[config.mk]
export PLATFORM = sky130hd
export DESIGN_NAME = mem_arbiter
export DESIGN_NICKNAME = d
export VERILOG_FILES = /design/src/rtl/mem_arb_pkg.sv /design/src/rtl/mem_arb_rr_arb2.sv /design/src/rtl/mem_arbiter.sv
export SDC_FILE = /design/constraint.sdc
export NUM_CORES = 1
export LEC_CHECK = 0
export ABC_AREA = 1
export CAP_MARGIN = 5
export CORE_ASPECT_RATIO = 1.25
export CORE_UTILIZATION = 36
export CTS_CLUSTER_DIAMETER = 40
export CTS_CLUSTER_SIZE = 16
export DETAILED_ROUTE_END_ITERATION = 10
export GPL_ROUTABILITY_DRIVEN = 1
export HOLD_SLACK_MARGIN = 0.03
export PLACE_DENSITY = 0.77
export RECOVER_POWER = 50
export SYNTH_ARGS = -nofsm -noshare
export SYNTH_HDL_FRONTEND = slang
export SYNTH_SLANG_ARGS = --single-unit
[constraint.sdc]
create_clock -name clk -period 1.4 [get_ports clk]
set_input_delay 0.28 -clock clk [delete_from_list [all_inputs] [get_ports clk]]
set_output_delay 0.28 -clock clk [all_outputs]
set_load 0.1 [all_outputs]
[src/rtl/mem_arb_pkg.sv]
// Shared types and helpers for the unified-memory arbiter.
package mem_arb_pkg;

    // Access sequencer states.
    typedef enum logic [1:0] {
        IDLE   = 2'd0,
        ACCESS = 2'd1,
        WAIT   = 2'd2,
        RESP   = 2'd3
    } arb_state_t;

    // Requester identity; also used as the round-robin history bit.
    typedef enum logic {
        OWN_CPU = 1'b0,
        OWN_LDR = 1'b1
    } owner_t;

    // Byte address -> word index shift.
    localparam int WORD_SHIFT = 2;

    // True when a word index lies beyond the implemented memory.
    function automatic logic word_out_of_range(input logic [63:0] word_idx,
                                               input logic [63:0] mem_words);
        return word_idx >= mem_words;
    endfunction

endpackage

[src/rtl/mem_arb_rr_arb2.sv]
// Combinational two-way round-robin picker for the memory arbiter.
module rr_arb2
    import mem_arb_pkg::*;
(
    input  logic [1:0] req,         // bit 0: CPU, bit 1: loader
    input  owner_t     last_owner,
    input  logic       mask,        // suppresses the CPU request (load mode)
    output logic       grant_valid,
    output owner_t     grant_owner
);

    logic cpu_elig;
    logic ldr_elig;

    assign cpu_elig = req[0] & ~mask;
    assign ldr_elig = req[1];

    // Pick the sole eligible requester, or alternate against last_owner on a tie.
    always_comb begin
        grant_valid = 1'b0;
        grant_owner = OWN_CPU;
        case ({ldr_elig, cpu_elig})
            2'b01: begin
                grant_valid = 1'b1;
                grant_owner = OWN_CPU;
            end
            2'b10: begin
                grant_valid = 1'b1;
                grant_owner = OWN_LDR;
            end
            2'b11: begin
                grant_valid = 1'b1;
                if (last_owner == OWN_CPU) grant_owner = OWN_LDR;
                else                       grant_owner = OWN_CPU;
            end
            default: ;
        endcase
    end

endmodule

[src/rtl/mem_arbiter.sv]
// Arbiter sharing the single-ported unified memory between the CPU and the
// program loader. Each access runs IDLE -> ACCESS -> WAIT x MEM_LAT -> RESP.
//
// Handshake: a requester raises req with stable inputs and holds them until
// its ack pulse; on the edge closing the ack cycle it drops req or presents
// the next request. Requests are sampled only in IDLE, so nothing asserted
// mid-access is lost; it is simply seen at the next arbitration.
module mem_arbiter
    import mem_arb_pkg::*;
#(
    parameter int ADDR_W    = 32,
    parameter int DATA_W    = 32,
    parameter int MEM_LAT   = 1,
    parameter int MEM_WORDS = 1024
) (
    input  logic                       clk,
    input  logic                       rst_n,
    input  logic                       cpu_req,
    input  logic                       cpu_we,
    input  logic [ADDR_W-1:0]          cpu_addr,
    input  logic [DATA_W-1:0]          cpu_wdata,
    output logic [DATA_W-1:0]          cpu_rdata,
    output logic                       cpu_ack,
    output logic                       cpu_stall,
    input  logic                       ldr_req,
    input  logic                       ldr_we,
    input  logic [ADDR_W-1:0]          ldr_addr,
    input  logic [DATA_W-1:0]          ldr_wdata,
    output logic [DATA_W-1:0]          ldr_rdata,
    output logic                       ldr_ack,
    input  logic                       ldr_lock,
    output logic                       err,
    output logic                       mem_en,
    output logic                       mem_we,
    output logic [ADDR_W-WORD_SHIFT-1:0] mem_addr,
    output logic [DATA_W-1:0]          mem_wdata,
    input  logic [DATA_W-1:0]          mem_rdata,
    output arb_state_t                 dbg_state
);

    localparam int CNT_W = (MEM_LAT > 1) ? $clog2(MEM_LAT) : 1;
    localparam int WA_W  = ADDR_W - WORD_SHIFT;

    arb_state_t        state_q, state_d;
    logic [CNT_W-1:0]  cnt_q;
    owner_t            last_owner_q;
    owner_t            owner_q;
    logic              we_q;
    logic              bad_q;
    logic [WA_W-1:0]   waddr_q;
    logic [DATA_W-1:0] wdata_q;
    logic [DATA_W-1:0] cpu_rdata_q;
    logic [DATA_W-1:0] ldr_rdata_q;

    logic              grant_valid;
    owner_t            grant_owner;
    logic              sel_we;
    logic [ADDR_W-1:0] sel_addr;
    logic [DATA_W-1:0] sel_wdata;
    logic              sel_bad;
    logic [DATA_W-1:0] rdata_capture;
    logic              unused_addr_lsbs;

    rr_arb2 u_rr_arb2 (
        .req         ({ldr_req, cpu_req}),
        .last_owner  (last_owner_q),
        .mask        (ldr_lock),
        .grant_valid (grant_valid),
        .grant_owner (grant_owner)
    );

    // Byte-lane bits are irrelevant to a word-wide memory.
    assign unused_addr_lsbs = ^{cpu_addr[WORD_SHIFT-1:0], ldr_addr[WORD_SHIFT-1:0]};

    assign sel_we    = (grant_owner == OWN_LDR) ? ldr_we    : cpu_we;
    assign sel_addr  = (grant_owner == OWN_LDR) ? ldr_addr  : cpu_addr;
    assign sel_wdata = (grant_owner == OWN_LDR) ? ldr_wdata : cpu_wdata;
    assign sel_bad   = word_out_of_range(64'(sel_addr[ADDR_W-1:WORD_SHIFT]), 64'(MEM_WORDS));

    // Writes and out-of-range accesses return zero read data.
    assign rdata_capture = (bad_q || we_q) ? '0 : mem_rdata;

    assign mem_addr  = waddr_q;
    assign mem_wdata = wdata_q;
    assign cpu_rdata = cpu_rdata_q;
    assign ldr_rdata = ldr_rdata_q;
    assign cpu_stall = cpu_req & ~cpu_ack;
    assign dbg_state = state_q;

    // State register; reset abandons any in-flight access.
    always_ff @(posedge clk or negedge rst_n) begin
        if (!rst_n) state_q <= IDLE;
        else        state_q <= state_d;
    end

    // Next state plus the per-state memory strobes and completion pulses.
    always_comb begin
        state_d = state_q;
        mem_en  = 1'b0;
        mem_we  = 1'b0;
        cpu_ack = 1'b0;
        ldr_ack = 1'b0;
        err     = 1'b0;
        case (state_q)
            IDLE: begin
                if (grant_valid) state_d = ACCESS;
            end
            ACCESS: begin
                mem_en  = ~bad_q;
                mem_we  = ~bad_q & we_q;
                state_d = WAIT;
            end
            WAIT: begin
                if (cnt_q == '0) state_d = RESP;
            end
            RESP: begin
                cpu_ack = (owner_q == OWN_CPU);
                ldr_ack = (owner_q == OWN_LDR);
                err     = bad_q;
                state_d = IDLE;
            end
            default: state_d = IDLE;
        endcase
    end

    // Request latches, latency counter and per-owner read-data registers.
    always_ff @(posedge clk or negedge rst_n) begin
        if (!rst_n) begin
            cnt_q        <= '0;
            last_owner_q <= OWN_LDR;
            owner_q      <= OWN_CPU;
            we_q         <= 1'b0;
            bad_q        <= 1'b0;
            waddr_q      <= '0;
            wdata_q      <= '0;
            cpu_rdata_q  <= '0;
            ldr_rdata_q  <= '0;
        end else begin
            case (state_q)
                IDLE: begin
                    if (grant_valid) begin
                        owner_q      <= grant_owner;
                        last_owner_q <= grant_owner;
                        we_q         <= sel_we;
                        waddr_q      <= sel_addr[ADDR_W-1:WORD_SHIFT];
                        wdata_q      <= sel_wdata;
                        bad_q        <= sel_bad;
                    end
                end
                ACCESS: begin
                    cnt_q <= CNT_W'(MEM_LAT - 1);
                end
                WAIT: begin
                    if (cnt_q == '0) begin
                        if (owner_q == OWN_CPU) cpu_rdata_q <= rdata_capture;
                        else                    ldr_rdata_q <= rdata_capture;
                    end else begin
                        cnt_q <= cnt_q - CNT_W'(1);
                    end
                end
                default: ;
            endcase
        end
    end

endmodule
==> results_dict.tcl, run 1 <==
set metrics [dict create \
    outcome "complete, but fails checks" \
    failed_checks "negative setup slack" \
    hpwl_um 14700 \
    start_util_pct 36.7 \
    cp_num_cells 10 \
    pre_cts_slack_ps -513 \
    timing.slew.headroom_pct 29.0 \
    yosys_most_used_dff "sky130_fd_sc_hd__dfrtp_1" \
    cts_made_buffers 17 \
    path_clk_slew_ps 60 \
    hold_path.startpoint "cpu_req" \
    worst-path-buf-inv 2 \
    reg_to_reg_setup_timing_slack_ps -560 \
    final_antenna_net_count 0 \
    power.density_cell_area_nw_per_um2 2390 \
    reg_to_reg_start "last_owner_q" \
    area.sequential_sq_um 3310 \
    crit_path_top_delay_cell "sky130_fd_sc_hd__dfstp_2" \
    synthDominantAreaCellType "sky130_fd_sc_hd__dfrtp_1" \
    final_critical_path_setup_slack_ps -558 \
    ys_warn_count 0 \
    achievable-frequency_mhz 511 \
    hold_end "dbg_state[0]" \
    number_of_inserted_filler_cells_in_the_final_layout 590 \
    synth.ff_latch_count 132 \
    grt_start_max_net_pins 45 \
    min_path_cells 4 \
    drt_first_iter_violations 559 \
    placementRows 51 \
    power.switching_mw 16.4 \
    m1WireLength_um 10300 \
    numClockSinks 132 \
    min-delay-path-class "in -> reg" \
    clock_network_fraction_of_design_power_pct 14.1 \
    worst-endpoint-arrival_ps 2250 \
    top_layer "met4" \
    viasPerCell 5.63 \
    synthToLayoutAreaGrowth_pct 141 \
    via_count_of_the_first_global_routing_pass 7270 \
    critical-path-top-cell-by-count "sky130_fd_sc_hd__nand2_1" \
    port_buffer_count 296 \
    cp_max_fo 17 \
    synth_edf_count 0 \
    timing.setup.critical_path_class "reg -> reg" \
    comb_power_share_pct 66.3 \
    finalNetCount 1228 \
    internal_power_mw 16.4 \
    netlist-cell-type-count 24 \
    postRouteWirelength_um 31100 \
    most_common_library_cells_after_synthesis "sky130_fd_sc_hd__nand2_1, sky130_fd_sc_hd__dfrtp_1, sky130_fd_sc_hd__nor2_1, sky130_fd_sc_hd__o21ai_0, sky130_fd_sc_hd__a21oi_1" \
    total_power_draw_mw 32.8 \
    reg2reg_to "bad_q" \
    ios 301 \
    syn_inst 667 \
    setup_viol 140 \
    cell_at_the_root_of_the_clock_tree "sky130_fd_sc_hd__clkbuf_16" \
    diodes 0 \
    finalCritPeriodShare_pct 140 \
    gpl_congestion 0.835 \
    post-synth-top-count-cell "sky130_fd_sc_hd__nand2_1" \
    grt_first_pass_wirelength_um 39900 \
    met2RoutedLength_um 16500 \
    worstRegToRegCells 10 \
    maxCapViolCount 0 \
    die_area_sq_um 16300 \
    clock_tree_from_tritoncts "done" \
    rsz_0062_raised_after_global_routing "true" \
    die_width_um 114 \
    swShare_pct 49.9 \
    synth_seq_area_share_pct 58.0 \
    max_slew.worst_pin.slew_ps 1060 \
    drt-pass1-iter-count 6 \
    critical_path_required_ps 1690 \
    grt.total_usage_pct 32.8 \
    synthTopCellsByArea "sky130_fd_sc_hd__dfrtp_1, sky130_fd_sc_hd__nand2_1, sky130_fd_sc_hd__o21ai_0" \
    setup-tns-final_ps -46160 \
    post_synth.cell_area_avg_sq_um 8.54 \
    cts-root-to-sink-buffers 2 \
    area_of_the_core_sq_um 15500 \
    overflow 0 \
    cellLeakagePower_nw 5.74 \
    post-synth-top-area-fraction_pct 57.6 \
    syn_area_sq_um 5690 \
    layout_min_cycle_time_ps 1960 \
    max_stage_delay_ps 580 \
    drcViolationCount 0 \
    power.ir.vdd_worst_mv 1.91 \
    clock_latency_ps 420 \
    htreeDepth 4 \
    fin_skew_ps 12.9 \
    grt_antenna_before_repair 0 \
    asyncSetResetFlopFracSynth_pct 100 \
    number_of_hold_violations_in_the_final_report 0 \
    dieHeight_um 143 \
    fraction_of_power_consumed_by_sequential_logic_pct 19.6 \
    multiInputGateArea_sq_um 3340 \
    synthesis.nets 839 \
    worstSetupEndpointType "register" \
    worstPathCellList "nand3_4, buf_12, nand3_1, nand2_1, nor2_1, nand2_1, nor2_1, nand3_1, nand2_1, inv_1" \
    met3_wirelength_um 2550 \
    worst_path_dominant_cell_family "simple AND/OR/NAND/NOR gates" \
    critical_path.startpoint_type "register" \
    drt-wirelength-per-cell_um 24.3 \
    layout_cells_sized_above_1_pct 45.3 \
    timing.final.max_slew_violations 0 \
    vias 7216 \
]
[per-layer routing]
layer  vias to the layer above  track usage (%)
li1                       3002                -
met1                      3564             35.0
met2                       498             57.5
met3                       152             9.38
met4                         0             19.1
met5                         -                0
[flip-flops by register name, summed over array words and instances, names as in the netlist]
name / count
we_q: 1
mem_wdata: 32
owner_q: 1
last_owner_q: 1
cpu_rdata: 32
ldr_rdata: 32
dbg_state: 2
bad_q: 1
mem_addr: 30
[cells in the final DEF (no fill, tap or decap), types with 15 or more instances in the layout]
cell	synthesis	final
sky130_fd_sc_hd__nand2_1	207	166
sky130_fd_sc_hd__clkdlybuf4s50_1	0	159
sky130_fd_sc_hd__buf_12	0	159
sky130_fd_sc_hd__dfrtp_1	131	127
sky130_fd_sc_hd__a21oi_2	0	35
sky130_fd_sc_hd__buf_4	1	32
sky130_fd_sc_hd__nor2_1	74	31
sky130_fd_sc_hd__nor2_4	0	28
sky130_fd_sc_hd__o21ai_2	0	26
sky130_fd_sc_hd__buf_6	2	26
sky130_fd_sc_hd__o21ai_1	1	24
sky130_fd_sc_hd__nand2_4	0	23
sky130_fd_sc_hd__buf_16	0	21
sky130_fd_sc_hd__a21oi_4	0	20
sky130_fd_sc_hd__clkbuf_16	0	20
sky130_fd_sc_hd__o21ai_0	72	19
sky130_fd_sc_hd__a31oi_1	26	18
sky130_fd_sc_hd__nand3_1	19	17
sky130_fd_sc_hd__nand2_2	1	16
sky130_fd_sc_hd__nor2_2	0	15
[cell families after synthesis]
group	Yosys count	share of synthesized area [%]
flip-flops	132	58.0
AND/OR/NAND/NOR	306	21.1
adder cells (fa/ha/maj)	5	1.10
AO/OA/AOI/OAI	165	15.1
buffers and inverters	59	4.66
[worst min-delay path, delay by kind of cell]
family	cells	cell delay (ps)
and+or+nand+nor	2	260
buffers and inverters	1	190
AOI/OAI and AO/OA	1	50
[layout make-up]
class                           count  share of cell area [%]
Timing Repair Buffer              411                    44.5
Multi-Input combinational cell    477                    24.3
Sequential cell                   132                    24.2
Clock buffer                       19                    3.23
Tap cell                          212                    1.94
Clock inverter                     13                    1.10
Inverter                           17                   0.666
[timing repair]
item,4_1_cts,5_1_grt
hold endpoints to repair,27,0
pin swaps,25,29
hold buffers,1,0
cloned,27,4
buffers inserted,37,17
gates resized for setup,222,197
setup endpoints to repair,136,141
[stage by stage]
step                std cells  hold WS (ps)  utilization (%)  instance area (sq um)
finish                   1281           411             88.4                  13700
global route             1281           423             88.4                  13700
CTS                      1277           342             83.5                  12900
detailed placement       1181           205             68.5                  10600
global placement         1181           206             68.5                  10600
floorplan                 667         -15.6                -                   5820
[power by group through the flow]
stage          Clock [mW]  Sequential, mW  Combinational, mW
3_5_place_dp            0            6.13               16.2
4_1_cts              4.57            6.17               20.1
5_1_grt              4.83            6.52               22.2
6_report             4.63            6.43               21.7
2_1_floorplan           0            12.7               2.84
3_3_place_gp            0            6.08               16.0
[worst max-delay path by stage]
stage | from | to
after floorplan | dbg_state[1] | mem_we
after global placement | cpu_req | we_q
after detailed placement | cpu_req | mem_wdata[4]
after CTS | dbg_state[1] | cpu_stall
after global routing | last_owner_q | bad_q
final | last_owner_q | bad_q
Note: power is estimated with default switching activity, not from simulation.
==> inputs of run 2 (changes only) <==
--- a/config.mk
+++ b/config.mk
@@ -7,7 +7,6 @@
 export LEC_CHECK = 0
 export ABC_AREA = 1
 export CAP_MARGIN = 5
-export CORE_ASPECT_RATIO = 1.25
 export CORE_UTILIZATION = 36
 export CTS_CLUSTER_DIAMETER = 40
 export CTS_CLUSTER_SIZE = 16
==> run 2 against run 1 <==
Effect of this change:
- the flow still finishes with violations (negative setup slack)
- final area shrank 0.98%
- sequential share of layout area grew 0.24 points
- fmax grew 3.0%
- worst hold slack gained 8.5 ps
- cell count shrank 0.16%
- clock power grew 8.9%
- utilization grew 0.23 points
==> results_dict.tcl, run 2 (synthesis gave the netlist of run 1 again) <==
set metrics [dict create \
    cts_made_buffers 17 \
    hold_path.startpoint "ldr_wdata[23]" \
    reg_to_reg_start "last_owner_q" \
    worst-path-buf-inv 5 \
    area_of_the_core_sq_um 15300 \
    layout_min_cycle_time_ps 1900 \
    rsz_0062_raised_after_global_routing "true" \
    overflow 0 \
    finish.utilization_pct 88.6 \
    path_clk_slew_ps 60 \
    die_width_um 128 \
    number_of_hold_violations_in_the_final_report 0 \
    ios 301 \
    htreeDepth 4 \
    critical_path_required_ps 1700 \
    die_area_sq_um 16300 \
    reg_to_reg_setup_timing_slack_ps -500 \
    hpwl_um 15500 \
    layout_cells_sized_above_1_pct 45.5 \
    achievable-frequency_mhz 526 \
    finalCritPeriodShare_pct 136 \
    max_stage_delay_ps 570 \
    number_of_inserted_filler_cells_in_the_final_layout 549 \
    postRouteWirelength_um 33900 \
    grt.total_usage_pct 36.1 \
    vias 7572 \
    fin_worst_hold_slack_ps 420 \
    setup_viol 143 \
    grt_first_pass_wirelength_um 43500 \
    clock_latency_ps 430 \
    timing.setup.critical_path_class "reg -> reg" \
    max_slew.worst_pin.slew_ps 924 \
    power.switching_mw 16.4 \
    fraction_of_power_consumed_by_sequential_logic_pct 19.7 \
    power.density_cell_area_nw_per_um2 2420 \
    min-delay-path-class "in -> reg" \
    power.ir.vdd_worst_mv 2.20 \
    drcViolationCount 0 \
    placementRows 45 \
    hold_end "mem_wdata[23]" \
    total_power_draw_mw 32.9 \
    dieHeight_um 128 \
    worstSetupStartpoint "last_owner_q" \
    drt-wirelength-per-cell_um 26.5 \
    maxCapViolCount 0 \
    fin_skew_ps 16.5 \
    synthToLayoutAreaGrowth_pct 138 \
    layout_common_cells "sky130_fd_sc_hd__clkdlybuf4s50_1, sky130_fd_sc_hd__buf_12, sky130_fd_sc_hd__nand2_1" \
    comb_power_share_pct 65.0 \
    finalNetCount 1227 \
    final_cell_area_sq_um 13600 \
    instance_area_after_placement_sq_um 10700 \
    grt_start_max_net_pins 42 \
    clock_tree_from_tritoncts "done" \
    numClockSinks 132 \
    cts-root-to-sink-buffers 2 \
    final_critical_path_setup_slack_ps -501 \
    failed_checks "negative setup slack" \
    internal_power_mw 16.4 \
    worstRegToRegCells 9 \
    cellLeakagePower_nw 5.74 \
    reg2reg_to "mem_wdata[18]" \
    port_buffer_count 296 \
    drt-pass1-iter-count 7 \
    critical-path-top-cell-by-count "sky130_fd_sc_hd__buf_12" \
    timing.final.max_slew_violations 0 \
    gpl_congestion 0.856 \
    timing.slew.headroom_pct 38.4 \
    start_util_pct 37.2 \
    outcome "complete, but fails checks" \
    grt_antenna_before_repair 1 \
    worstPathCellList "nand3_4, nand2_8, buf_12, buf_6, buf_12, buf_12, buf_16, a21oi_4, a21oi_2" \
    worst_path_dominant_cell_family "buffers and inverters" \
    via_count_of_the_first_global_routing_pass 7451 \
    cp_max_fo 6 \
    diodes 0 \
    crit_path_top_delay_cell "sky130_fd_sc_hd__dfstp_2" \
    viasPerCell 5.92 \
    worstSetupEndpointType "register" \
    min_path_cells 3 \
    clock_network_fraction_of_design_power_pct 15.3 \
    drt_first_iter_violations 692 \
    cell_at_the_root_of_the_clock_tree "sky130_fd_sc_hd__clkbuf_16" \
    final_antenna_net_count 0 \
    swShare_pct 50.0 \
    critical_path.startpoint_type "register" \
    worst-endpoint-arrival_ps 2200 \
    pre_cts_slack_ps -494 \
]
[run 2: changes by cell type in the layout (fill, tap and decap cells not counted), moves of 5 or more]
cell                      delta
sky130_fd_sc_hd__nand3_1     -7
sky130_fd_sc_hd__nand2_1    -18
sky130_fd_sc_hd__nor2_4     -17
sky130_fd_sc_hd__a21oi_2     +5
sky130_fd_sc_hd__nand2_2    +24
sky130_fd_sc_hd__nand2_4     -6
sky130_fd_sc_hd__a21oi_4     -5
sky130_fd_sc_hd__nand3_2     +7
sky130_fd_sc_hd__nor2_1     +14
[run 2: cell type report]
type | count | area, sq um | area share (%)
Clock buffer | 19 | 443 | 3.26
Clock inverter | 13 | 205 | 1.51
Inverter | 17 | 98.8 | 0.728
Multi-Input combinational cell | 477 | 3170 | 23.4
Sequential cell | 132 | 3310 | 24.4
Tap cell | 211 | 264 | 1.95
Timing Repair Buffer | 409 | 6060 | 44.6
Timing Repair inverter | 1 | 16.3 | 0.120
[run 2: worst register-to-register path, cell delays in order (launching register included)]
cell and delay, ps:
sky130_fd_sc_hd__dfstp_2 570, sky130_fd_sc_hd__nand3_4 130, sky130_fd_sc_hd__nand2_8 100, sky130_fd_sc_hd__buf_12 140
sky130_fd_sc_hd__buf_6 110, sky130_fd_sc_hd__buf_12 120, sky130_fd_sc_hd__buf_12 130, sky130_fd_sc_hd__buf_16 130
sky130_fd_sc_hd__a21oi_4 70, sky130_fd_sc_hd__a21oi_2 270
[run 2: worst max path at each step]
stage | to | slack [ps] | cells after the start
floorplan | mem_we | -580 | 4
global placement | bad_q | -470 | 13
detailed placement | bad_q | -490 | 13
CTS | cpu_stall | -500 | 6
global route | cpu_stall | -530 | 6
finish | mem_wdata[18] | -500 | 9
[run 2: metal layers]
| metal | part of all wire [%] | track usage (%) |
|---|---|---|
| met2 | 49 | 63.2 |
| met5 | 0.038 | 0 |
| met4 | 8.6 | 21.7 |
| met1 | 32 | 38.5 |
| met3 | 11 | 10.7 |
[run 2: through the flow]
step / TNS (ps) / instances
3_3_place_gp: -26560 / 1185
3_5_place_dp: -29830 / 1185
2_1_floorplan: -30000 / 667
4_1_cts: -37990 / 1272
6_report: -33150 / 1279
5_1_grt: -40760 / 1279
[run 2: timing repair]
action | in CTS | in global routing
pin swaps | 28 | 33
setup buffers | 27 | 23
resized for setup | 222 | 163
hold buffers | 1 | 0
endpoints found under the setup margin | 136 | 140
hold endpoints to repair | 30 | 0
cloned | 27 | 2
[run 2: power by group through the flow]
stage	Combinational, mW	Sequential (mW)	Clock (mW)
finish	21.4	6.46	5.04
global route	21.7	6.50	5.20
CTS	19.7	6.14	4.93
detailed placement	16.3	6.15	0
global placement	16.1	6.12	0
floorplan	2.84	12.7	0
==> inputs of run 3 (changes only) <==
--- a/config.mk
+++ b/config.mk
@@ -6,13 +6,13 @@
 export NUM_CORES = 1
 export LEC_CHECK = 0
 export ABC_AREA = 1
-export CAP_MARGIN = 5
+export CAP_MARGIN = 20
 export CORE_UTILIZATION = 36
 export CTS_CLUSTER_DIAMETER = 40
 export CTS_CLUSTER_SIZE = 16
 export DETAILED_ROUTE_END_ITERATION = 10
 export GPL_ROUTABILITY_DRIVEN = 1
-export HOLD_SLACK_MARGIN = 0.03
+export HOLD_SLACK_MARGIN = 0.05
 export PLACE_DENSITY = 0.77
 export RECOVER_POWER = 50
 export SYNTH_ARGS = -nofsm -noshare
==> results of run 3 <==
Same layout as run 2: the final DEF is identical, and so are final timing and power.
